### src/rtl/id_stage_pipe_pkg.sv
// Shared RV32I decode constants, immediate formats and operand selectors for id_stage_pipe.
package id_stage_pipe_pkg;

  localparam logic [6:0] OPC_LUI    = 7'b0110111;
  localparam logic [6:0] OPC_AUIPC  = 7'b0010111;
  localparam logic [6:0] OPC_JAL    = 7'b1101111;
  localparam logic [6:0] OPC_JALR   = 7'b1100111;
  localparam logic [6:0] OPC_BRANCH = 7'b1100011;
  localparam logic [6:0] OPC_LOAD   = 7'b0000011;
  localparam logic [6:0] OPC_STORE  = 7'b0100011;
  localparam logic [6:0] OPC_OP_IMM = 7'b0010011;
  localparam logic [6:0] OPC_OP     = 7'b0110011;
  localparam logic [6:0] OPC_FENCE  = 7'b0001111;
  localparam logic [6:0] OPC_SYSTEM = 7'b1110011;

  localparam logic [2:0] F3_ADD_SUB = 3'b000;
  localparam logic [2:0] F3_SLL     = 3'b001;
  localparam logic [2:0] F3_SLT     = 3'b010;
  localparam logic [2:0] F3_SLTU    = 3'b011;
  localparam logic [2:0] F3_SR      = 3'b101;
  localparam logic [2:0] F3_OR      = 3'b110;
  localparam logic [2:0] F3_AND     = 3'b111;

  localparam logic [6:0] F7_BASE = 7'b0000000;
  localparam logic [6:0] F7_ALT  = 7'b0100000;

  typedef enum logic [2:0] {
    IMM_I, IMM_S, IMM_B, IMM_U, IMM_J, IMM_NONE
  } imm_fmt_e;

  typedef enum logic [1:0] {
    OP1_ZERO, OP1_RS1, OP1_PC
  } op1_sel_e;

  typedef enum logic [1:0] {
    OP2_ZERO, OP2_RS2, OP2_IMM, OP2_FOUR
  } op2_sel_e;

  // Register-register ops: base funct7 always, alternate funct7 only for SUB and SRA.
  function automatic logic op_funct_legal(input logic [2:0] f3, input logic [6:0] f7);
    return (f7 == F7_BASE) || ((f7 == F7_ALT) && ((f3 == F3_ADD_SUB) || (f3 == F3_SR)));
  endfunction

  function automatic logic shift_imm_legal(input logic [2:0] f3, input logic [6:0] f7);
    return !((f3 == F3_SLL) || (f3 == F3_SR)) || (f7 == F7_BASE) || (f7 == F7_ALT);
  endfunction

endpackage

### src/rtl/id_stage_pipe_imm_gen.sv
// Immediate extraction for the RV32I I/S/B/U/J formats, sign-extended to XLEN.
module imm_gen
  import id_stage_pipe_pkg::*;
#(
  parameter int XLEN = 32
) (
  input  logic [31:7]     instr,
  input  imm_fmt_e        fmt,
  output logic [XLEN-1:0] imm
);

  logic signed [31:0] imm32;

  always_comb begin
    imm32 = '0;
    case (fmt)
      IMM_I:   imm32 = {{20{instr[31]}}, instr[31:20]};
      IMM_S:   imm32 = {{20{instr[31]}}, instr[31:25], instr[11:7]};
      IMM_B:   imm32 = {{19{instr[31]}}, instr[31], instr[7], instr[30:25], instr[11:8], 1'b0};
      IMM_U:   imm32 = {instr[31:12], 12'b0};
      IMM_J:   imm32 = {{11{instr[31]}}, instr[31], instr[19:12], instr[20], instr[30:21], 1'b0};
      default: imm32 = '0;
    endcase
  end

  assign imm = XLEN'(imm32);

endmodule

### src/rtl/id_stage_pipe.sv
// Registered RV32I decode stage with valid/ready output register, flush and load-use interlock.
// Optional macro ID_WB_BYPASS_EN adds a write-back forwarding port onto the operand reads.
module id_stage_pipe
  import id_stage_pipe_pkg::*;
#(
  parameter int XLEN      = 32,
  parameter int RA_W      = 5,
  parameter int HAZARD_EN = 1
) (
  input  logic            clk,
  input  logic            rst_n,
  input  logic            in_valid,
  output logic            in_ready,
  input  logic [XLEN-1:0] in_addr,
  input  logic [31:0]     in_instr,
  output logic [RA_W-1:0] rs1_addr,
  output logic [RA_W-1:0] rs2_addr,
  input  logic [XLEN-1:0] rs1_data,
  input  logic [XLEN-1:0] rs2_data,
`ifdef ID_WB_BYPASS_EN
  input  logic            wb_we,
  input  logic [RA_W-1:0] wb_rd,
  input  logic [XLEN-1:0] wb_data,
`endif
  input  logic            flush,
  output logic            out_valid,
  input  logic            out_ready,
  output logic [XLEN-1:0] out_addr,
  output logic [31:0]     out_instr,
  output logic [XLEN-1:0] out_op1,
  output logic [XLEN-1:0] out_op2,
  output logic [XLEN-1:0] out_imm,
  output logic [XLEN-1:0] out_store_data,
  output logic [RA_W-1:0] out_rd,
  output logic            out_reg_we,
  output logic            out_mem_we,
  output logic            out_mem_re,
  output logic            out_branch,
  output logic            out_jump,
  output logic            out_illegal,
  output logic [2:0]      out_func3,
  output logic [6:0]      out_opcode
);

  typedef struct packed {
    logic [XLEN-1:0] addr;
    logic [31:0]     instr;
    logic [XLEN-1:0] op1;
    logic [XLEN-1:0] op2;
    logic [XLEN-1:0] imm;
    logic [XLEN-1:0] store_data;
    logic [RA_W-1:0] rd;
    logic            reg_we;
    logic            mem_we;
    logic            mem_re;
    logic            branch;
    logic            jump;
    logic            illegal;
    logic [2:0]      func3;
    logic [6:0]      opcode;
  } out_t;

  logic [6:0] opcode;
  logic [2:0] f3;
  logic [6:0] f7;
  logic [4:0] rd_f;

  assign opcode = in_instr[6:0];
  assign rd_f   = in_instr[11:7];
  assign f3     = in_instr[14:12];
  assign f7     = in_instr[31:25];

  imm_fmt_e        fmt;
  op1_sel_e        op1_sel;
  op2_sel_e        op2_sel;
  logic            sd_rs1, sd_rs2;
  logic            uses_rs1, uses_rs2;
  logic            reg_we, mem_we, mem_re, branch, jump, illegal;
  logic [XLEN-1:0] imm;

  always_comb begin
    fmt      = IMM_NONE;
    op1_sel  = OP1_ZERO;
    op2_sel  = OP2_ZERO;
    sd_rs1   = 1'b0;
    sd_rs2   = 1'b0;
    uses_rs1 = 1'b0;
    uses_rs2 = 1'b0;
    reg_we   = 1'b0;
    mem_we   = 1'b0;
    mem_re   = 1'b0;
    branch   = 1'b0;
    jump     = 1'b0;
    illegal  = 1'b0;
    case (opcode)
      OPC_LUI: begin
        fmt = IMM_U; op2_sel = OP2_IMM; reg_we = 1'b1;
      end
      OPC_AUIPC: begin
        fmt = IMM_U; op1_sel = OP1_PC; op2_sel = OP2_IMM; reg_we = 1'b1;
      end
      OPC_JAL: begin
        fmt = IMM_J; op1_sel = OP1_PC; op2_sel = OP2_FOUR; jump = 1'b1; reg_we = 1'b1;
      end
      OPC_JALR: begin
        fmt = IMM_I; op1_sel = OP1_PC; op2_sel = OP2_FOUR; sd_rs1 = 1'b1;
        uses_rs1 = 1'b1; jump = 1'b1; reg_we = 1'b1;
      end
      OPC_BRANCH: begin
        fmt = IMM_B; op1_sel = OP1_RS1; op2_sel = OP2_RS2;
        uses_rs1 = 1'b1; uses_rs2 = 1'b1; branch = 1'b1;
        illegal = (f3 == F3_SLT) || (f3 == F3_SLTU);
      end
      OPC_LOAD: begin
        fmt = IMM_I; op1_sel = OP1_RS1; op2_sel = OP2_IMM;
        uses_rs1 = 1'b1; mem_re = 1'b1; reg_we = 1'b1;
        illegal = (f3 == F3_SLTU) || (f3 == F3_OR) || (f3 == F3_AND);
      end
      OPC_STORE: begin
        fmt = IMM_S; op1_sel = OP1_RS1; op2_sel = OP2_IMM; sd_rs2 = 1'b1;
        uses_rs1 = 1'b1; uses_rs2 = 1'b1; mem_we = 1'b1;
        illegal = (f3 >= F3_SLTU);
      end
      OPC_OP_IMM: begin
        fmt = IMM_I; op1_sel = OP1_RS1; op2_sel = OP2_IMM;
        uses_rs1 = 1'b1; reg_we = 1'b1;
        illegal = !shift_imm_legal(f3, f7);
      end
      OPC_OP: begin
        op1_sel = OP1_RS1; op2_sel = OP2_RS2;
        uses_rs1 = 1'b1; uses_rs2 = 1'b1; reg_we = 1'b1;
        illegal = !op_funct_legal(f3, f7);
      end
      OPC_FENCE, OPC_SYSTEM: ;
      default: illegal = 1'b1;
    endcase
    // Illegal words still flow down the pipe but must not cause side effects.
    if (illegal) begin
      reg_we = 1'b0; mem_we = 1'b0; mem_re = 1'b0; branch = 1'b0; jump = 1'b0;
    end
    if (rd_f == 5'd0) reg_we = 1'b0;
  end

  imm_gen #(.XLEN(XLEN)) u_imm_gen (
    .instr (in_instr[31:7]),
    .fmt   (fmt),
    .imm   (imm)
  );

  assign rs1_addr = uses_rs1 ? RA_W'(in_instr[19:15]) : '0;
  assign rs2_addr = uses_rs2 ? RA_W'(in_instr[24:20]) : '0;

  logic [XLEN-1:0] rs1_val, rs2_val;

`ifdef ID_WB_BYPASS_EN
  assign rs1_val = (wb_we && (wb_rd != '0) && (wb_rd == rs1_addr)) ? wb_data : rs1_data;
  assign rs2_val = (wb_we && (wb_rd != '0) && (wb_rd == rs2_addr)) ? wb_data : rs2_data;
`else
  assign rs1_val = rs1_data;
  assign rs2_val = rs2_data;
`endif

  out_t dec;
  out_t out_d, out_q;
  logic out_valid_d, out_valid_q;
  logic hazard, adv, load;

  always_comb begin
    dec        = '0;
    dec.addr   = in_addr;
    dec.instr  = in_instr;
    dec.imm    = imm;
    dec.rd     = reg_we ? RA_W'(rd_f) : '0;
    dec.reg_we = reg_we;
    dec.mem_we = mem_we;
    dec.mem_re = mem_re;
    dec.branch = branch;
    dec.jump   = jump;
    dec.illegal = illegal;
    dec.func3  = f3;
    dec.opcode = opcode;
    case (op1_sel)
      OP1_RS1: dec.op1 = rs1_val;
      OP1_PC:  dec.op1 = in_addr;
      default: dec.op1 = '0;
    endcase
    case (op2_sel)
      OP2_RS2:  dec.op2 = rs2_val;
      OP2_IMM:  dec.op2 = imm;
      OP2_FOUR: dec.op2 = XLEN'(4);
      default:  dec.op2 = '0;
    endcase
    dec.store_data = sd_rs1 ? rs1_val : (sd_rs2 ? rs2_val : '0);
  end

  generate
    if (HAZARD_EN != 0) begin : g_hazard
      assign hazard = out_valid_q && out_q.mem_re && (out_q.rd != '0) &&
                      ((uses_rs1 && (rs1_addr == out_q.rd)) ||
                       (uses_rs2 && (rs2_addr == out_q.rd)));
    end else begin : g_no_hazard
      assign hazard = 1'b0;
    end
  endgenerate

  assign adv      = !out_valid_q || out_ready;
  assign in_ready = adv && !hazard && !flush;
  assign load     = in_valid && in_ready;

  // Flush implies !load, so it only has to open the valid update.
  always_comb begin
    out_valid_d = out_valid_q;
    out_d       = out_q;
    if (adv || flush) out_valid_d = load;
    if (load) out_d = dec;
  end

  always_ff @(posedge clk or negedge rst_n) begin
    if (!rst_n) begin
      out_valid_q <= 1'b0;
      out_q       <= '0;
    end else begin
      out_valid_q <= out_valid_d;
      out_q       <= out_d;
    end
  end

  assign out_valid      = out_valid_q;
  assign out_addr       = out_q.addr;
  assign out_instr      = out_q.instr;
  assign out_op1        = out_q.op1;
  assign out_op2        = out_q.op2;
  assign out_imm        = out_q.imm;
  assign out_store_data = out_q.store_data;
  assign out_rd         = out_q.rd;
  assign out_reg_we     = out_q.reg_we;
  assign out_mem_we     = out_q.mem_we;
  assign out_mem_re     = out_q.mem_re;
  assign out_branch     = out_q.branch;
  assign out_jump       = out_q.jump;
  assign out_illegal    = out_q.illegal;
  assign out_func3      = out_q.func3;
  assign out_opcode     = out_q.opcode;

endmodule

### config.mk
export PLATFORM = sky130hd
export DESIGN_NAME = id_stage_pipe
export DESIGN_NICKNAME = d
export VERILOG_FILES = /design/src/rtl/id_stage_pipe_pkg.sv /design/src/rtl/id_stage_pipe_imm_gen.sv /design/src/rtl/id_stage_pipe.sv
export SDC_FILE = /design/constraint.sdc
export NUM_CORES = 1
export LEC_CHECK = 0
export CAP_MARGIN = 40
export CORE_MARGIN = 10
export CORE_UTILIZATION = 41
export DETAILED_ROUTE_END_ITERATION = 16
export PLACE_DENSITY = 0.72
export REMOVE_ABC_BUFFERS = 1
export SYNTH_ARGS = -nofsm -noshare
export SYNTH_HDL_FRONTEND = slang
export SYNTH_SLANG_ARGS = --single-unit
### constraint.sdc
create_clock -name clk -period 4.85 [get_ports clk]
set_input_delay 0.485 -clock clk [delete_from_list [all_inputs] [get_ports clk]]
set_output_delay 0.485 -clock clk [all_outputs]
set_load 0.01 [all_outputs]
==> results.toml <==
[critical_path]
worstPathRequired_ns = 4.37
slowest_delay_ns = 0.68
crit_arrival_ns = 2.94
cp_num_buf_inv = 4
cp_max_fo = 14
reg2reg_slack_ns = 2.13
timing.rr.start = "out_rd[2]$_DFFE_PN0P_"
r2r_end = "out_op1[10]$_DFFE_PN0P_"
path_delay_family = "buffers and inverters"
start_kind = "input port"
path_cells = "clkdlybuf4s50_1, buf_4, nand4bb_1, o22ai_2, nand4_2, buf_4, nand2_1, nor3_1, clkdlybuf4s50_1"
worstSetupPathType = "input port to primary output"
crit_slowest_cell = "clkdlybuf4s50_1"
r2r_cells = 7
cp-end-kind = "primary output"

[synth]
ys_seq_area_frac = 0.490
async_reset_ff_frac = 1.00
synth.cell_area_um2 = 10400
yosys.area.top_type_share = 0.490
avgSynthCellArea_um2 = 12.7
yosys.area.top_type = "dfrtp_1"
yosysMostFrequentCell = "dfrtp_1"
yosys-top-cells-count = "dfrtp_1 (204), mux2_4 (129), nor2_1 (49), mux2_1 (44)"
yosys_warnings = 0
synth_cell_type_count = 56
ys_top_cells_by_area = "dfrtp_1 (49%), mux2_4 (19%), mux2_1 (4.8%)"
netlist_instances = 819
ys_ff_latch = 204
synth_flop_cell = "dfrtp_1"
synth-edff-count = 0

[timing]
report.final.slew_viol_count = 0
max_freq_mhz = 292
setup_viol = 0
relSlewSlack = 0.400
hold_viol = 11
period_share = 0.706
worst_pin_slew_ns = 0.897
finalClockSkew_ns = 0.0133
rsz0062_at_grt = "no"
hold_slack_ns = -0.0326
min_period_ns = 3.42
setup_tns_ns = 0

[route]
vias_per_cell = 5.52
drt_iter0_drc = 592
antenna_left = 0
wl_met3_um = 4190
wl_per_cell_um = 25.3
highest_layer = "met4"
met2_length_um = 17500
vias = 8277
drc = 0
wl_met1_um = 15500
drt-total-wl_um = 38000
dr.pass1.iters = 5

[global_routing]
grt_overflow_total = 0
grt_max_degree = 116
grt_pass1_vias = 8901
grt_use_total = 0.224
antenna_found_initial = 1
grt_pass1_wl_um = 57500

[clock_tree]
cts_resized = 0
htreeDepth = 1
cts_buffers = 24
cts_tree = "built"
cts-root-buf = "clkbuf_16"
clock_sinks = 204
clk_latency_ns = 0.51
clk_pin_slew_ns = 0.06
cts_setup_buffers = 0
clock_path_buffers = 3
ctsHoldBuffers = 0

[floorplanning]
dieHeight_um = 179
num_rows = 58
dieArea_um2 = 32200
die_w_um = 179
start_util = 0.415
io_pins = 358
core-area_um2 = 25100

[power_and_ir_drop]
switching_share = 0.256
irDropWorstVdd_uv = 256
power_frac_seq = 0.410
p_per_area_nw_per_um2 = 307
p_comb_frac = 0.195
p_int_mw = 3.44
clockPowerShare = 0.395
switchingPower_mw = 1.18
p_leak_nw = 6.53

[min_path]
hold_class = "input port to asynchronous set/reset pin"

[placement]
detailed_place.area_um2 = 14300
io_buffers = 357
place.gp.congestion = 0.915
place_inst = 1457
hpwl_um = 27200

[cells_and_area]
final_cells = 1500
nets = 1288
final_cell_area_um2 = 15100
fill_cells = 2072
syn2layout_area_growth_pct = 44.5
drive_gt1_frac = 0.179

[status]
violations = "negative hold slack"
status = "finished, violations left"

[run]
maxCapViolations = 0
-- power by group through the flow --
stage               sequential, mW  clock (mW)  combinational, mW
floorplan                     1.98           0              0.338
global placement              1.92           0              0.896
detailed placement            1.92           0              0.906
CTS                           1.90        1.87              0.910
global route                  1.91        1.93              0.951
finish                        1.90        1.83              0.901
-- layer usage --
metal  up-vias  GRT usage
met4         0     0.0526
met2       433      0.359
met5         -          0
met1      4134      0.273
met3        51     0.0938
li1       3659          -
-- final cells by class --
class | count | area [µm²] | share of cell area
Clock inverter | 5 | 53.8 | 0.00357
Multi-Input combinational cell | 512 | 4820 | 0.320
Tap cell | 330 | 413 | 0.0274
Sequential cell | 204 | 5100 | 0.339
Inverter | 29 | 109 | 0.00722
Timing Repair Buffer | 382 | 3830 | 0.254
Clock buffer | 37 | 741 | 0.0492
Antenna cell | 1 | 2.50 | 0.000166
-- state kept, by name, indices dropped and copies added, names as in the netlist, 5 cells and up --
| register | count |
|---|---|
| out_op2 | 32 |
| out_addr | 32 |
| out_store_data | 32 |
| out_imm | 32 |
| out_instr | 32 |
| out_op1 | 32 |
| out_rd | 5 |
-- cell families (layout without fill, tap and decap cells) --
group	count (synthesis)	count (layout)	share of synthesized area
compound gates	175	175	0.129
other cells	0	1	0
flops	204	204	0.490
simple gates	133	133	0.0656
xor+xnor	12	12	0.0101
buf+inv	103	453	0.0534
mux	190	190	0.250
fa+ha+maj	2	2	0.00240
-- worst max-delay path by stage --
stage | end | slack, ns | cells past startpoint | startpoint
floorplan | out_addr[0]$_DFFE_PN0P_ | -4.13 | 4 | out_valid$_DFFE_PN0P_
global placement | out_op2[19]$_DFFE_PN0P_ | 1.18 | 8 | in_instr[3]
detailed placement | out_op2[12]$_DFFE_PN0P_ | 1.14 | 8 | in_instr[3]
CTS | in_ready | 1.43 | 9 | in_instr[2]
global route | in_ready | 1.27 | 9 | in_instr[2]
finish | in_ready | 1.43 | 9 | in_instr[2]
-- metrics by stage --
stage / worst slack [ns] / hold slack, ns / util / power [mW]
6_report: 1.43 / -0.0326 / 0.600 / 4.63
4_1_cts: 1.43 / 0.00415 / 0.600 / 4.67
3_5_place_dp: 1.14 / 0.474 / 0.568 / 2.83
5_1_grt: 1.27 / 0.0245 / 0.600 / 4.79
3_3_place_gp: 1.18 / 0.466 / 0.567 / 2.82
2_1_floorplan: -4.13 / 0.189 / - / 2.32
-- cells in the final DEF (no fill, tap or decap), types with 3 or more instances in the layout --
cell,count
clkdlybuf4s50_1,356
dfrtp_1,204
mux2_4,129
nor2_1,48
mux2_1,44
a22o_1,38
a22oi_1,38
inv_1,29
nand2_1,29
clkbuf_16,25
a21oi_1,20
buf_4,20
a221o_1,19
o21ai_0,18
mux2i_1,17
a31oi_1,14
xor2_1,11
and2_1,10
a31o_1,7
clkbuf_8,7
a21o_1,6
nor3_1,6
clkbuf_1,5
nor2b_1,4
nand3b_1,3
or4_1,3
nor3b_1,3
o22ai_1,3
and3_1,3
clkinv_2,3
buf_12,3
(Power assumes the default switching activity.)
